**config.mk**
```make
export PLATFORM = sky130hd
export DESIGN_NAME = pixel_scheduler
export DESIGN_NICKNAME = d
export VERILOG_FILES = /design/src/rtl/pixel_scheduler_pkg.sv /design/src/rtl/credit_counter.sv /design/src/rtl/pixel_scheduler.sv
export SDC_FILE = /design/constraint.sdc
export NUM_CORES = 1
export LEC_CHECK = 0
export ABC_AREA = 1
export BUFFER_PORTS_ARGS = -buffer_cell sky130_fd_sc_hd__buf_4
export CAP_MARGIN = 20
export CELL_PAD_IN_SITES_DETAIL_PLACEMENT = 0
export CELL_PAD_IN_SITES_GLOBAL_PLACEMENT = 2
export CORE_UTILIZATION = 29
export CTS_BUF_LIST = sky130_fd_sc_hd__clkbuf_4
export CTS_CLUSTER_SIZE = 20
export DETAILED_ROUTE_END_ITERATION = 16
export PLACE_DENSITY = 0.89
export SETUP_SLACK_MARGIN = 0.02
export SKIP_LAST_GASP = 1
export SLEW_MARGIN = 30
export SYNTH_ARGS = -nofsm -noshare
export SYNTH_HDL_FRONTEND = slang
export SYNTH_SLANG_ARGS = --single-unit
```
**constraint.sdc**
```tcl
create_clock -name clk -period 2.5 [get_ports clk]
set_clock_uncertainty 0.05 [all_clocks]
set_input_delay 0.375 -clock clk [delete_from_list [all_inputs] [get_ports clk]]
set_output_delay 0.375 -clock clk [all_outputs]
set_load 0.01 [all_outputs]
```
**src/rtl/pixel_scheduler_pkg.sv**
```systemverilog
// Shared types for the ray pipeline: fixed-point scalars, vectors and the pixel
// scheduler state encoding.
package pixel_scheduler_pkg;

    localparam int unsigned FP_WIDTH     = 32;
    localparam int unsigned FP_FRAC_BITS = 24;
    localparam int unsigned COORD_W      = 7;
    localparam int unsigned TAG_W        = 16;
    localparam int unsigned CREDIT_W     = 8;

    typedef logic signed [FP_WIDTH-1:0] fp;

    typedef struct packed {
        fp x;
        fp y;
        fp z;
    } vec3;

    typedef enum logic [1:0] {
        IDLE  = 2'd0,
        RUN   = 2'd1,
        DRAIN = 2'd2,
        DONE  = 2'd3
    } sched_state_t;

    // Integer screen coordinate to Q8.24
    function automatic fp coord_to_fp(input logic [COORD_W-1:0] v);
        return fp'({{(FP_WIDTH-FP_FRAC_BITS-COORD_W){1'b0}}, v, {FP_FRAC_BITS{1'b0}}});
    endfunction

endpackage

```
**src/rtl/credit_counter.sv**
```systemverilog
// In-flight credit tracker: counts issued-minus-retired work items up to MAX,
// flags a sticky underflow when a retire arrives with nothing outstanding.
module credit_counter
    import pixel_scheduler_pkg::*;
#(
    parameter int unsigned MAX = 16
) (
    input  logic                clk,
    input  logic                rst_n,
    input  logic                clr_err_i,
    input  logic                issue_i,
    input  logic                retire_i,
    output logic [CREDIT_W-1:0] count_o,
    output logic                full_o,
    output logic                underflow_err_o
);

    logic [CREDIT_W-1:0] count_q, count_d;
    logic                full_q, full_d;
    logic                err_q, err_d;

    // Issue and retire in the same cycle cancel out
    always_comb begin
        count_d = count_q;
        err_d   = err_q & ~clr_err_i;
        if (issue_i && !retire_i) begin
            count_d = count_q + 1'b1;
        end else if (!issue_i && retire_i) begin
            if (count_q == '0) begin
                err_d = 1'b1;
            end else begin
                count_d = count_q - 1'b1;
            end
        end
        full_d = (count_d == CREDIT_W'(MAX));
    end

    always_ff @(posedge clk or negedge rst_n) begin
        if (!rst_n) begin
            count_q <= '0;
            full_q  <= 1'b0;
            err_q   <= 1'b0;
        end else begin
            count_q <= count_d;
            full_q  <= full_d;
            err_q   <= err_d;
        end
    end

    assign count_o         = count_q;
    assign full_o          = full_q;
    assign underflow_err_o = err_q;

endmodule

```
**src/rtl/pixel_scheduler.sv**
```systemverilog
// Raster-scan pixel issuer for ray_generator with credit-based throttling.
// Optional PIXEL_SCHED_PERF_EN adds the stall_cycles performance counter.
module pixel_scheduler
    import pixel_scheduler_pkg::*;
#(
    parameter int unsigned SCREEN_WIDTH  = 128,
    parameter int unsigned SCREEN_HEIGHT = 128,
    parameter int unsigned MAX_INFLIGHT  = 16
) (
    input  logic                clk,
    input  logic                rst,
    input  logic                start,
    input  logic                abort,
    input  logic                ray_retire,
    output fp                   screen_x,
    output fp                   screen_y,
    output logic                valid_out,
    output logic [TAG_W-1:0]    pixel_tag,
    output logic                busy,
    output logic                frame_done,
    output logic [CREDIT_W-1:0] inflight,
    output logic                retire_err
`ifdef PIXEL_SCHED_PERF_EN
    ,
    output logic [31:0]         stall_cycles
`endif
);

    localparam logic [COORD_W-1:0] LAST_COL = COORD_W'(SCREEN_WIDTH - 1);
    localparam logic [COORD_W-1:0] LAST_ROW = COORD_W'(SCREEN_HEIGHT - 1);

    sched_state_t        state_q, state_d;
    logic [COORD_W-1:0]  col_q, col_d, row_q, row_d;
    logic [TAG_W-1:0]    tag_cnt_q, tag_cnt_d;
    logic                aborted_q, aborted_d;
    fp                   sx_q, sx_d, sy_q, sy_d;
    logic [TAG_W-1:0]    tag_q, tag_d;
    logic                valid_q, valid_d;
    logic                busy_q, busy_d;
    logic                frame_done_q, frame_done_d;

    logic                start_ok_c, issue_c, is_last_c;
    logic [COORD_W-1:0]  cur_col_c, cur_row_c;
    logic [TAG_W-1:0]    cur_tag_c;
    logic [CREDIT_W-1:0] credit_count;
    logic                credit_full;

    credit_counter #(
        .MAX (MAX_INFLIGHT)
    ) u_credit (
        .clk             (clk),
        .rst_n           (rst),
        .clr_err_i       (start_ok_c),
        .issue_i         (issue_c),
        .retire_i        (ray_retire),
        .count_o         (credit_count),
        .full_o          (credit_full),
        .underflow_err_o (retire_err)
    );

    // A start issues pixel (0,0) in the same cycle so valid_out follows start directly
    always_comb begin
        start_ok_c = start && !abort && (state_q == IDLE || state_q == DONE);
        issue_c    = (start_ok_c || (state_q == RUN && !abort)) && !credit_full;
        cur_col_c  = start_ok_c ? '0 : col_q;
        cur_row_c  = start_ok_c ? '0 : row_q;
        cur_tag_c  = start_ok_c ? '0 : tag_cnt_q;
        is_last_c  = (cur_col_c == LAST_COL) && (cur_row_c == LAST_ROW);
    end

    always_comb begin
        state_d      = state_q;
        col_d        = col_q;
        row_d        = row_q;
        tag_cnt_d    = tag_cnt_q;
        aborted_d    = aborted_q;
        sx_d         = sx_q;
        sy_d         = sy_q;
        tag_d        = tag_q;
        valid_d      = 1'b0;
        frame_done_d = 1'b0;

        if (start_ok_c) begin
            state_d   = RUN;
            col_d     = '0;
            row_d     = '0;
            tag_cnt_d = '0;
            aborted_d = 1'b0;
        end

        if (issue_c) begin
            sx_d      = coord_to_fp(cur_col_c);
            sy_d      = coord_to_fp(cur_row_c);
            tag_d     = cur_tag_c;
            valid_d   = 1'b1;
            tag_cnt_d = cur_tag_c + 16'd1;
            if (cur_col_c == LAST_COL) begin
                col_d = '0;
                row_d = cur_row_c + 7'd1;
            end else begin
                col_d = cur_col_c + 7'd1;
            end
            if (is_last_c) begin
                state_d = DRAIN;
            end
        end

        case (state_q)
            RUN: begin
                if (abort) begin
                    state_d   = DRAIN;
                    aborted_d = 1'b1;
                end
            end
            DRAIN: begin
                if (credit_count == '0) begin
                    state_d      = aborted_q ? IDLE : DONE;
                    frame_done_d = !aborted_q;
                end
            end
            default: ;
        endcase

        busy_d = (state_d == RUN) || (state_d == DRAIN);
    end

    always_ff @(posedge clk or negedge rst) begin
        if (!rst) begin
            state_q      <= IDLE;
            col_q        <= '0;
            row_q        <= '0;
            tag_cnt_q    <= '0;
            aborted_q    <= 1'b0;
            sx_q         <= '0;
            sy_q         <= '0;
            tag_q        <= '0;
            valid_q      <= 1'b0;
            busy_q       <= 1'b0;
            frame_done_q <= 1'b0;
        end else begin
            state_q      <= state_d;
            col_q        <= col_d;
            row_q        <= row_d;
            tag_cnt_q    <= tag_cnt_d;
            aborted_q    <= aborted_d;
            sx_q         <= sx_d;
            sy_q         <= sy_d;
            tag_q        <= tag_d;
            valid_q      <= valid_d;
            busy_q       <= busy_d;
            frame_done_q <= frame_done_d;
        end
    end

    assign screen_x   = sx_q;
    assign screen_y   = sy_q;
    assign pixel_tag  = tag_q;
    assign valid_out  = valid_q;
    assign busy       = busy_q;
    assign frame_done = frame_done_q;
    assign inflight   = credit_count;

`ifdef PIXEL_SCHED_PERF_EN
    logic [31:0] stall_q, stall_d;

    // Counts RUN cycles lost to exhausted credits; saturating
    always_comb begin
        stall_d = stall_q;
        if (start_ok_c) begin
            stall_d = '0;
        end else if (state_q == RUN && !abort && credit_full && stall_q != '1) begin
            stall_d = stall_q + 32'd1;
        end
    end

    always_ff @(posedge clk or negedge rst) begin
        if (!rst) begin
            stall_q <= '0;
        end else begin
            stall_q <= stall_d;
        end
    end

    assign stall_cycles = stall_q;
`endif

endmodule

```
======== Word level (Yosys, flattened, before mapping) ========
Index checks and enable logic that the tools add are counted.
cells by class
  $add $sub $neg .......................... 5
  equality and inequality tests ........... 8
  muxes and demuxes ....................... 27
  bitwise logic cells ..................... 2
  reductions and logical operators ........ 17
operator list
  kind                                                                   count
  7-bit two-way mux                                                      6
  16-bit two-way mux                                                     2
  8-bit two-way mux                                                      3
  16-bit by 1-bit adder with 16-bit output, second input constant        1
  7-bit by 1-bit adder with 7-bit output, second input constant          2
  7-bit equality test, second input constant                             2
  2-bit two-way mux                                                      6
  1-bit two-way mux                                                      9
  8-bit by 1-bit adder with 8-bit output, second input constant          1
  8-bit by 5-bit equality test with 1-bit output, second input constant  1
  8-bit logical NOT                                                      1
  8-bit by 1-bit subtractor with 8-bit output, second input constant     1
  1-bit logical AND                                                      7
  2-bit equality test, second input constant                             3
  1-bit logical NOT                                                      5
  2-bit by 1-bit equality test with 1-bit output, second input constant  2
  2-bit one-hot mux with 2 select lines                                  1
  1-bit logical OR                                                       3
  2-bit logical NOT                                                      1
  1-bit AND                                                              1
  1-bit inverter                                                         1
storage, ports and cells
  bits in registers ....................... 76
  input bits .............................. 5
  output and inout port bits .............. 92
  word-level logic and storage cells ...... 73

======== Logic depth before layout (Yosys ltp) ========
Gate-level depths: netlist of the first run.
  depth after elaboration ................. 12
  depth in mapped cells ................... 17
  gate-level depth less buffers ........... 15

======== Hierarchy ========
From an unflattened synthesis of the first run, not the netlist that was laid out.
second synthesis, totals
  cells, all modules ...................... 528
  area total of the unflattened synthesis .. 4340.4 um^2
modules (own cells, without submodules)
  module           times used  cells each  area each (um^2)  seq. area each (um^2)
  pixel_scheduler  1           407         3473.3            1651.6
  credit_counter   1           121         867.1             250.2

======== Worst setup path after synthesis of the first run ========
OpenSTA, ideal clock, no wires.
  kind .................................... reg-to-reg
  start point ............................. register state_q[0]
  end point ............................... register busy_q, in the netlist busy
  setup time .............................. 116 ps
  data arrival time ....................... 2195 ps
  required time ........................... 2334 ps
  slack ................................... 139 ps
  stages on the path, launching flop included .. 18
  buffers on the path ..................... 2
  period minus slack after synthesis ...... 2361 ps
  path through ............................ dfrtp_1 inv_1 ha_1 buf_4 nand2_1 nor2_2 buf_2 nor2_1 ha_1 nand2_1 nor2_1 nand2_1 nor2_4 nand4_1 nand2_1 o21ai_1 nand2_1 nand2_1
on the way
  cells in the longest elaborated chain, start to end .. 12
  elaborated cells on any way between the ends .. 23
  classes of those cells .................. eq/ne: 7; mux: 8; reduce/logical: 8
ends and longest elaborated chain
  item                                                                                          line                                            RTL
  start, declared                                                                               pixel_scheduler.sv:32                           sched_state_t state_q, state_d;
  start signal, assigned                                                                        pixel_scheduler.sv:141                          state_q <= state_d;
  2-bit equality test / 2-bit logical NOT (equally long branches)                               pixel_scheduler.sv:63                           start_ok_c = start && !abort && (state_q == IDLE || state_q == DONE);
  1-bit logical OR *                                                                            pixel_scheduler.sv:63
  1-bit logical AND *                                                                           pixel_scheduler.sv:63
  7-bit two-way mux *                                                                           n/a
  net cur_col_c[0]                                                                              pixel_scheduler.sv:43                           logic [COORD_W-1:0] cur_col_c, cur_row_c;
  7-bit equality test *                                                                         pixel_scheduler.sv:68                           is_last_c = (cur_col_c == LAST_COL) && (cur_row_c == LAST_ROW);
  1-bit logical AND *                                                                           pixel_scheduler.sv:68
  2-bit two-way mux *                                                                           pixel_scheduler.sv:103                          if (is_last_c) begin
  2-bit two-way mux *                                                                           pixel_scheduler.sv:91                           if (issue_c) begin
  2-bit two-way mux, on equally long branches                                                   pixel_scheduler.sv:116, pixel_scheduler.sv:110
  2-bit one-hot mux with 2 select lines *                                                       pixel_scheduler.sv:108                          case (state_q)
  net state_d[0]                                                                                pixel_scheduler.sv:32
  2-bit by 1-bit equality test with 1-bit output / 2-bit equality test (equally long branches)  pixel_scheduler.sv:124                          busy_d = (state_d == RUN) || (state_d == DRAIN);
  1-bit logical OR *                                                                            pixel_scheduler.sv:124
  net busy_d                                                                                    pixel_scheduler.sv:39                           logic busy_q, busy_d;
  end signal, assigned                                                                          pixel_scheduler.sv:150                          busy_q <= busy_d;
  end, declared                                                                                 pixel_scheduler.sv:39
Mark *: on every way through the listed nets, which the timed path passes. The rest lies on a longest branch.
A chain may end at the register's enable or synchronous reset.

======== Final worst setup path of the first run ========
  start point ............................. register state_q[0]
  end point ............................... register tag_cnt_q[12]
on the way
  cells in the longest elaborated chain, start to end .. 6
  elaborated cells on any way between the ends .. 11
  classes of those cells .................. add/sub: 1; eq/ne: 2; mux: 2; reduce/logical: 6
ends and longest elaborated chain
  item                                                             line                    RTL
  2-bit equality test / 2-bit logical NOT (equally long branches)  pixel_scheduler.sv:63
  1-bit logical OR *                                               pixel_scheduler.sv:63
  1-bit logical AND *                                              pixel_scheduler.sv:63
  16-bit two-way mux *                                             n/a
  net cur_tag_c[0]                                                 pixel_scheduler.sv:44   logic [TAG_W-1:0] cur_tag_c;
  16-bit by 1-bit adder with 16-bit output *                       pixel_scheduler.sv:96   tag_cnt_d = cur_tag_c + 16'd1;
  16-bit two-way mux *                                             pixel_scheduler.sv:91
  net tag_cnt_d[12]                                                pixel_scheduler.sv:34   logic [TAG_W-1:0] tag_cnt_q, tag_cnt_d;
  end signal, assigned                                             pixel_scheduler.sv:144  tag_cnt_q <= tag_cnt_d;
  end, declared                                                    pixel_scheduler.sv:34
Marks and branches as above.

==> results of run 1 <==
==> final timing paths <==
path	from	to	slack, ns	cells after the start
min reg2reg	pixel_tag[14]	pixel_tag[14]	0.45	2
max	state_q[0]	tag_cnt_q[12]	0.22	14
max in group asynchronous	rst	col_q[4]	1.44	3
min in group asynchronous	rst	pixel_tag[12]	0.37	2
max reg2reg	state_q[0]	tag_cnt_q[12]	0.22	14
min	ray_retire	u_credit.count_o[7]	0.25	4
==> report_power, final <==
group | switching, W | total, W | leakage (nW) | internal [W]
Sequential | 0.000184 | 0.00160 | 1.03 | 0.00142
Clock | 0.000463 | 0.000763 | 0.0674 | 0.000299
Combinational | 0.00102 | 0.00164 | 1.38 | 0.000626
Total | 0.00167 | 0.00401 | 2.48 | 0.00234
==> state kept, by name (all words and copies together), names as in the netlist, 2 cells and up <==
name,count
col_q,7
screen_y,7
state_q,2
tag_cnt_q,16
row_q,7
screen_x,7
u_credit.count_o,8
pixel_tag,16
==> synthesized netlist by cell type <==
| library cell | count | area (um2) |
|---|---|---|
| nand2_4 | 2 | 22.52 |
| nand2_2 | 4 | 25.02 |
| nor2_8 | 1 | 20.02 |
| nand3_4 | 1 | 17.52 |
| buf_2 | 6 | 30.03 |
| nand2_1 | 159 | 596.8 |
| inv_1 | 49 | 183.9 |
| nor3_1 | 5 | 25.02 |
| o21ai_1 | 4 | 20.02 |
| buf_4 | 54 | 405.4 |
| nor2_1 | 46 | 172.7 |
| nand4_1 | 14 | 87.58 |
| inv_2 | 5 | 18.77 |
| a22oi_1 | 1 | 7.510 |
| clkbuf_1 | 3 | 11.26 |
| ha_1 | 8 | 100.1 |
| a21boi_0 | 1 | 7.510 |
| nor3_2 | 3 | 30.03 |
| a21oi_1 | 4 | 20.02 |
| a21boi_2 | 1 | 11.26 |
| xor2_1 | 21 | 183.9 |
| o21ai_0 | 32 | 160.2 |
| a21oi_2 | 1 | 8.760 |
| nor2_4 | 3 | 33.78 |
| o21ai_2 | 1 | 8.760 |
| conb_1 | 1 | 3.750 |
| nor4_2 | 1 | 12.51 |
| xnor2_1 | 5 | 43.79 |
| nand3_1 | 20 | 100.1 |
| dfrtp_1 | 76 | 1902 |
| nor3b_1 | 2 | 15.01 |
| nor2_2 | 2 | 12.51 |
| nand3_2 | 1 | 10.01 |
==> kinds of logic after synthesis <==
kind of cell	share of synthesized area (%)
simple gates	27.42
buf+inv	15.07
flops	44.15
compound gates	5.664
xor+xnor	5.286
fa+ha+maj	2.324
other cells	0.08705
==> per-stage QoR <==
stage | total power, W | instances | utilization [%] | setup TNS [ns] | cell area [um2]
after global routing | 0.004333 | 787 | 33.97 | -0.009775 | 4937
after CTS | 0.004022 | 784 | 33.59 | 0 | 4882
final | 0.004010 | 787 | 33.97 | 0 | 4937
after floorplan | 0.002738 | 586 | - | 0 | 4492
after global placement | 0.003225 | 767 | 32.60 | 0 | 4738
after detailed placement | 0.003243 | 767 | 32.60 | 0 | 4738
==> what timing repair did <==
item | in CTS | in global routing
hold buffers | 1 | 0
endpoints found under the hold margin | 36 | 0
setup buffers | 0 | 3
gates resized for setup | 0 | 9
endpoints found under the setup margin | 0 | 9
==> final cells by class <==
class / count / area, um2 / area share (%)
clock buffers: 9 / 67.56 / 1.368
clock inverters: 7 / 66.31 / 1.343
inverters: 54 / 202.7 / 4.105
multi-input cells: 393 / 1973 / 39.96
flip-flops and latches: 76 / 1902 / 38.52
well taps: 184 / 230.2 / 4.663
repair buffers: 64 / 495.5 / 10.04
==> worst min-delay path: cells and delay by family <==
| family | cells | cell delay [ns] |
|---|---|---|
| AND/OR/NAND/NOR | 3 | 0.19 |
| buffers and inverters | 1 | 0.14 |
==> layer usage <==
metal,routed length [um],up-vias,part of all wire [%]
met1,4238,1638,45
met5,0,-,0
met2,4608,93,49
met3,514,16,5.4
li1,-,1701,-
met4,114,0,1.2
==> results by group, run 1 <==
Placed design
  – PortBufs: 46
  – Pre-CTS WS: 0.06308 ns
  – RePlAce Congestion: around 0.82
  – HPWL Detailed: about 7.0 mm

STA
  – Final worst-path cycle share: between 90% and 100%
  – Final hold vios: 0
  – Post-route minimum period: 2.281 ns
  – Setup WS post-layout: around 0.22 ns
  – Fmax: 0.4384 GHz
  – RSZ-0062 raised after global routing: true
  – Slew Viols, Final: 0
  – # setup viols final: 0
  – WHS: 0.2452 ns

Critical path
  – Worst-path fanout max: 8
  – CP endpoint kind: flip-flop
  – Arr. time, crit path: 2.59 ns
  – Cell family with most CP delay: simple AND/OR/NAND/NOR gates
  – Worst setup SP type: flip-flop
  – Worst path most repeated cell: nand2_1
  – Critical path cell sequence: inv_2 > ha_4 > nand2_1 > nor2_4 > buf_4 > nor2_2 > ha_2 > nand2_1 > nor3_2 > nand4_1 > nor2_2 > nand3_1 > nand2_1 > inv_1
  – Kind of critical path: reg -> reg
  – CP required: between 2 and 3 ns
  – Slowest stage cell, crit path: dfrtp_1
  – CP bufs+invs: 3
  – Max incr delay on CP: 0.42 ns

GRT
  – Vias in the first global route: 3,098
  – GR peak layer: met2
  – Largest net degree at the start of global routing: 41
  – Met1 usage: 16.57%
  – Met2 usage in global routing: between 20% and 30%
  – Gr usage total: between 10% and 20%
  – Total grt overflow: 0
  – Initial antenna violation count: 0
  – Met3 Use GR: 4.212%
  – First-pass GRT wire length: 15.32 mm

Min path
  – Min-Delay Path Class: in -> reg

Route
  – Initial drt markers: 156
  – 1st-pass router iterations: 4
  – DRC violations left: 0
  – Vias: 3,448
  – Post-Route WL: between 9 and 10 mm
  – Post-route antenna net violation count: 0
  – Routed len/inst: 12.04 um
  – Vias per Instance: 4.381

Cells and area
  – Post-layout net count: 611
  – ANT cells: 0
  – Most used cells in the layout excluding fill and tap cells: nand2_1 (158), dfrtp_1 (76), buf_4 (62)
  – P&R area growth vs syn: 14.61%
  – Layout cells sized above 1: between 10% and 20%
  – Fillers: 1,570
  – Commonest non-fill, non-tap cell in the layout: nand2_1

Die
  – Die ar.: 15,350 um2
  – Die Span Y: between 100 and 150 um
  – Rows: 44
  – Initial Utilization: 29.64%
  – IO Count: 97
  – Die Width: 123.9 um
  – Total core area: between 10,000 and 15,000 um2

Run
  – Maxcap violations: 0

Clock network
  – Root Buffer: clkbuf_4
  – CTS Buf Count: 9
  – Clk buf depth: 2
  – TritonCTS clock tree: done
  – Clock-pin slew on the worst setup and hold paths: 0.13 ns
  – H-tree depth: 3
  – Total clock sinks: 76
  – Clock Latency Late Sink: 0.45 ns

Logic synthesis
  – Register area share after synthesis: 44.15%
  – Number of distinct library cells after synthesis: 33
  – Syn avg cell area: 8.022 um2
  – Register bit total from synthesis: 76
  – Cells after Synth: approximately 540
  – YS warnings: 0
  – Post-Synthesis Cell Area: 4308 um2

Power and ir drop
  – VDD IR max: ~380 uV
  – Pwr Density: 812.1 nW/um2
  – Leakage power: 2.479 nW

Status
  – Status: complete, no violations
Note: power is estimated with default switching activity, not from simulation.
==> run 2, diff against run 1 <==
--- a/config.mk
+++ b/config.mk
@@ -6,15 +6,14 @@
 export NUM_CORES = 1
 export LEC_CHECK = 0
 export ABC_AREA = 1
-export BUFFER_PORTS_ARGS = -buffer_cell sky130_fd_sc_hd__buf_4
 export CAP_MARGIN = 20
 export CELL_PAD_IN_SITES_DETAIL_PLACEMENT = 0
 export CELL_PAD_IN_SITES_GLOBAL_PLACEMENT = 2
-export CORE_UTILIZATION = 29
-export CTS_BUF_LIST = sky130_fd_sc_hd__clkbuf_4
+export CORE_UTILIZATION = 33
 export CTS_CLUSTER_SIZE = 20
 export DETAILED_ROUTE_END_ITERATION = 16
-export PLACE_DENSITY = 0.89
+export DONT_BUFFER_PORTS = 1
+export PLACE_DENSITY = 0.87
 export SETUP_SLACK_MARGIN = 0.02
 export SKIP_LAST_GASP = 1
 export SLEW_MARGIN = 30
==> run 2 against run 1 <==
Effect of this change:
- worst hold slack worse by 0.060 ns
- setup slack gained 0.0096 ns
- count of clock-buffer cells in the layout unchanged
- highest routed layer unchanged
- sequential power rose by 5%
- critical endpoint is now busy
- critical path depth is 1 higher
- wire length is 1.5% lower
- largest power group is now sequential cells
- flip-flop and latch count is the same
- utilization rose by 4.0 points
- sequential share of layout area up 1.0 points
==> results by group, run 2 (same netlist as run 1, synthesis figures left out) <==
Cells and area
  – Post-layout net count: 564 (-7.7%)
  – P&R area growth vs syn: 11.59%
  – Reg area: 1902 um2 (unchanged)
  – Most used cells in the layout excluding fill and tap cells: nand2_1 (159), dfrtp_1 (76), conb_1 (50)
  – Fillers: 1,341 (-15%)
  – Final Non-Filler Cells: 728 (-7.5%)
  – Commonest non-fill, non-tap cell in the layout: nand2_1
  – Layout cells sized above 1: 11.69% (-6.7 points)
  – Multi-input logic area: 1978 um2 (+0.25%)
  – ANT cells: 0 (unchanged)

Route
  – Vias: 3,158 (-8.4%)
  – Vias per Instance: 4.338 (-0.99%)
  – DRC violations left: 0 (unchanged)
  – Post-Route WL: 9.336 mm (-1.5%)
  – 1st-pass router iterations: 4 (unchanged)
  – Initial drt markers: 179 (+15%)
  – Post-route antenna net violation count: 0 (unchanged)
  – Routed len/inst: 12.82 um (+6.5%)

STA
  – Post-route minimum period: 2.272 ns (-0.009626 ns)
  – TNS Setup: 0 ns (unchanged)
  – WHS: 0.1852 ns (-0.06004 ns)
  – Final worst-path cycle share: 90.87% (-0.39 points)
  – Slew Viols, Final: 0 (unchanged)
  – RSZ-0062 raised after global routing: false
  – Fmax: 0.4402 GHz (+0.42%)
  – Final hold vios: 0 (unchanged)
  – # setup viols final: 0 (unchanged)

Critical path
  – Cell family with most CP delay: simple AND/OR/NAND/NOR gates
  – Worst setup SP type: flip-flop
  – Arr. time, crit path: 2.45 ns (-0.14 ns)
  – Max incr delay on CP: 0.38 ns (-0.04 ns)
  – Worst path most repeated cell: nand2_1
  – CP bufs+invs: 1 (-2)
  – Slowest stage cell, crit path: dfrtp_1
  – Kind of critical path: reg -> reg
  – Worst-path fanout max: 8 (unchanged)
  – CP required: 2.68 ns (-0.13 ns)
  – CP endpoint kind: flip-flop
  – Critical path cell sequence: inv_1 > ha_4 > nand2_1 > nor2_4 > nor2_2 > ha_2 > nand2_1 > nor2_1 > nand2_1 > nor2_4 > nand4_1 > nand2_1 > o21ai_1 > nand2_1 > nand2_1

Die
  – Initial Utilization: 34.00% (+4.4 points)
  – Die ar.: 13,520 um2 (-12%)
  – Rows: 41 (-6.8%)
  – Die Span Y: 116.3 um (-6.2%)
  – IO Count: 97 (unchanged)
  – Total core area: 12,670 um2 (-13%)
  – Die Width: 116.3 um (-6.2%)

GRT
  – Met2 usage in global routing: 25.01% (+3.3 points)
  – Total grt overflow: 0 (unchanged)
  – GR peak layer: met2
  – Initial antenna violation count: 0 (unchanged)
  – Largest net degree at the start of global routing: 77 (+88%)
  – Met3 Use GR: 5.916% (+1.7 points)
  – Gr usage total: 15.02% (+1.9 points)
  – First-pass GRT wire length: 15.49 mm (+1.1%)
  – Met1 usage: 17.47% (+0.90 points)
  – Vias in the first global route: 3,151 (+1.7%)

Clock network
  – CTS Buf Count: 9 (unchanged)
  – TritonCTS clock tree: done
  – Total clock sinks: 76 (unchanged)
  – Clock Latency Late Sink: 0.34 ns (-0.11 ns)
  – Clock-pin slew on the worst setup and hold paths: 0.06 ns (-0.07 ns)
  – Clk buf depth: 2 (unchanged)
  – Root Buffer: clkbuf_16
  – H-tree depth: 3 (unchanged)

Placed design
  – RePlAce Congestion: 0.8629 (+5.8%)
  – PortBufs: 0 (-100%)
  – Inst Count DP: 706 (-8.0%)
  – HPWL Detailed: 6.657 mm (-5.4%)

Power and ir drop
  – Leakage power: 2.340 nW (-5.6%)
  – VDD IR max: 678.8 uV (+80%)
  – Pwr Density: 957.6 nW/um2 (+18%)

Status
  – Status: complete, no violations

Run
  – Maxcap violations: 0 (unchanged)

Min path
  – Min-Delay Path Class: in -> reg
[run 2: changes by cell type in the layout (fill, tap and decap cells not counted), sizes merged]
| cell | delta |
|---|---|
| buf | -47 |
| bufinv | +2 |
| clkinvlp | -2 |
| clkinv | -1 |
| inv | +1 |
[run 2: area by class of cell]
| class | instances | share of cell area, % |
|---|---|---|
| Inverter | 54 | 4.217 |
| Timing Repair Buffer | 17 | 3.384 |
| Sequential cell | 76 | 39.56 |
| Clock buffer | 9 | 4.685 |
| Multi-Input combinational cell | 393 | 41.15 |
| Clock inverter | 7 | 2.525 |
| Tap cell | 172 | 4.477 |
[run 2: path summary, 6_finish.rpt]
kind	slack, ns	start	depth (start not counted)	to
worst max-delay path	0.23	state_q[0]	15	busy
worst min-delay path	0.19	ray_retire	3	u_credit.count_o[3]
worst max register to register	0.23	state_q[0]	15	busy
worst min register to register	0.45	aborted_q	2	aborted_q
max in group asynchronous	1.54	rst	2	u_credit.count_o[7]
min in group asynchronous	0.58	rst	2	pixel_tag[7]
[run 2: routing by layer]
layer	part of all wire, %	routed length [um]
met5	0	0
met4	1.7	157
met3	6.5	609
met2	48	4524
met1	43	4043
[run 2: metrics by stage]
step / util [%] / setup slack (ns) / instance area, um2 / power, W
4_1_cts: 37.41 / 0.06944 / 4740 / 0.004597
3_3_place_gp: 34.37 / 0.1429 / 4355 / 0.003017
3_5_place_dp: 34.37 / 0.08382 / 4355 / 0.003029
5_1_grt: 37.94 / 0.02667 / 4807 / 0.004939
6_report: 37.94 / 0.2283 / 4807 / 0.004604
2_1_floorplan: - / 0.1390 / 4492 / 0.002738
[run 2: where the power goes]
group          total, W  internal (W)  switching [W]
clock network   0.00151      0.000982       0.000529
registers       0.00168       0.00142       0.000255
logic           0.00142      0.000499       0.000917
total           0.00460       0.00290        0.00170
[run 2: timing repair]
item	4_1_cts	5_1_grt
hold buffers	2	0
endpoints found under the hold margin	76	0
endpoints found under the setup margin	0	9
setup buffers	0	4
resized for setup	0	9
[run 2: worst reg2reg max path, cell delays in order, from the launching register on]
cell	delay (ns)
dfrtp_1	0.38
inv_1	0.12
ha_4	0.23
nand2_1	0.10
nor2_4	0.08
nor2_2	0.14
ha_2	0.22
nand2_1	0.06
nor2_1	0.10
nand2_1	0.14
nor2_4	0.15
nand4_1	0.12
nand2_1	0.08
o21ai_1	0.07
nand2_1	0.07
nand2_1	0.04
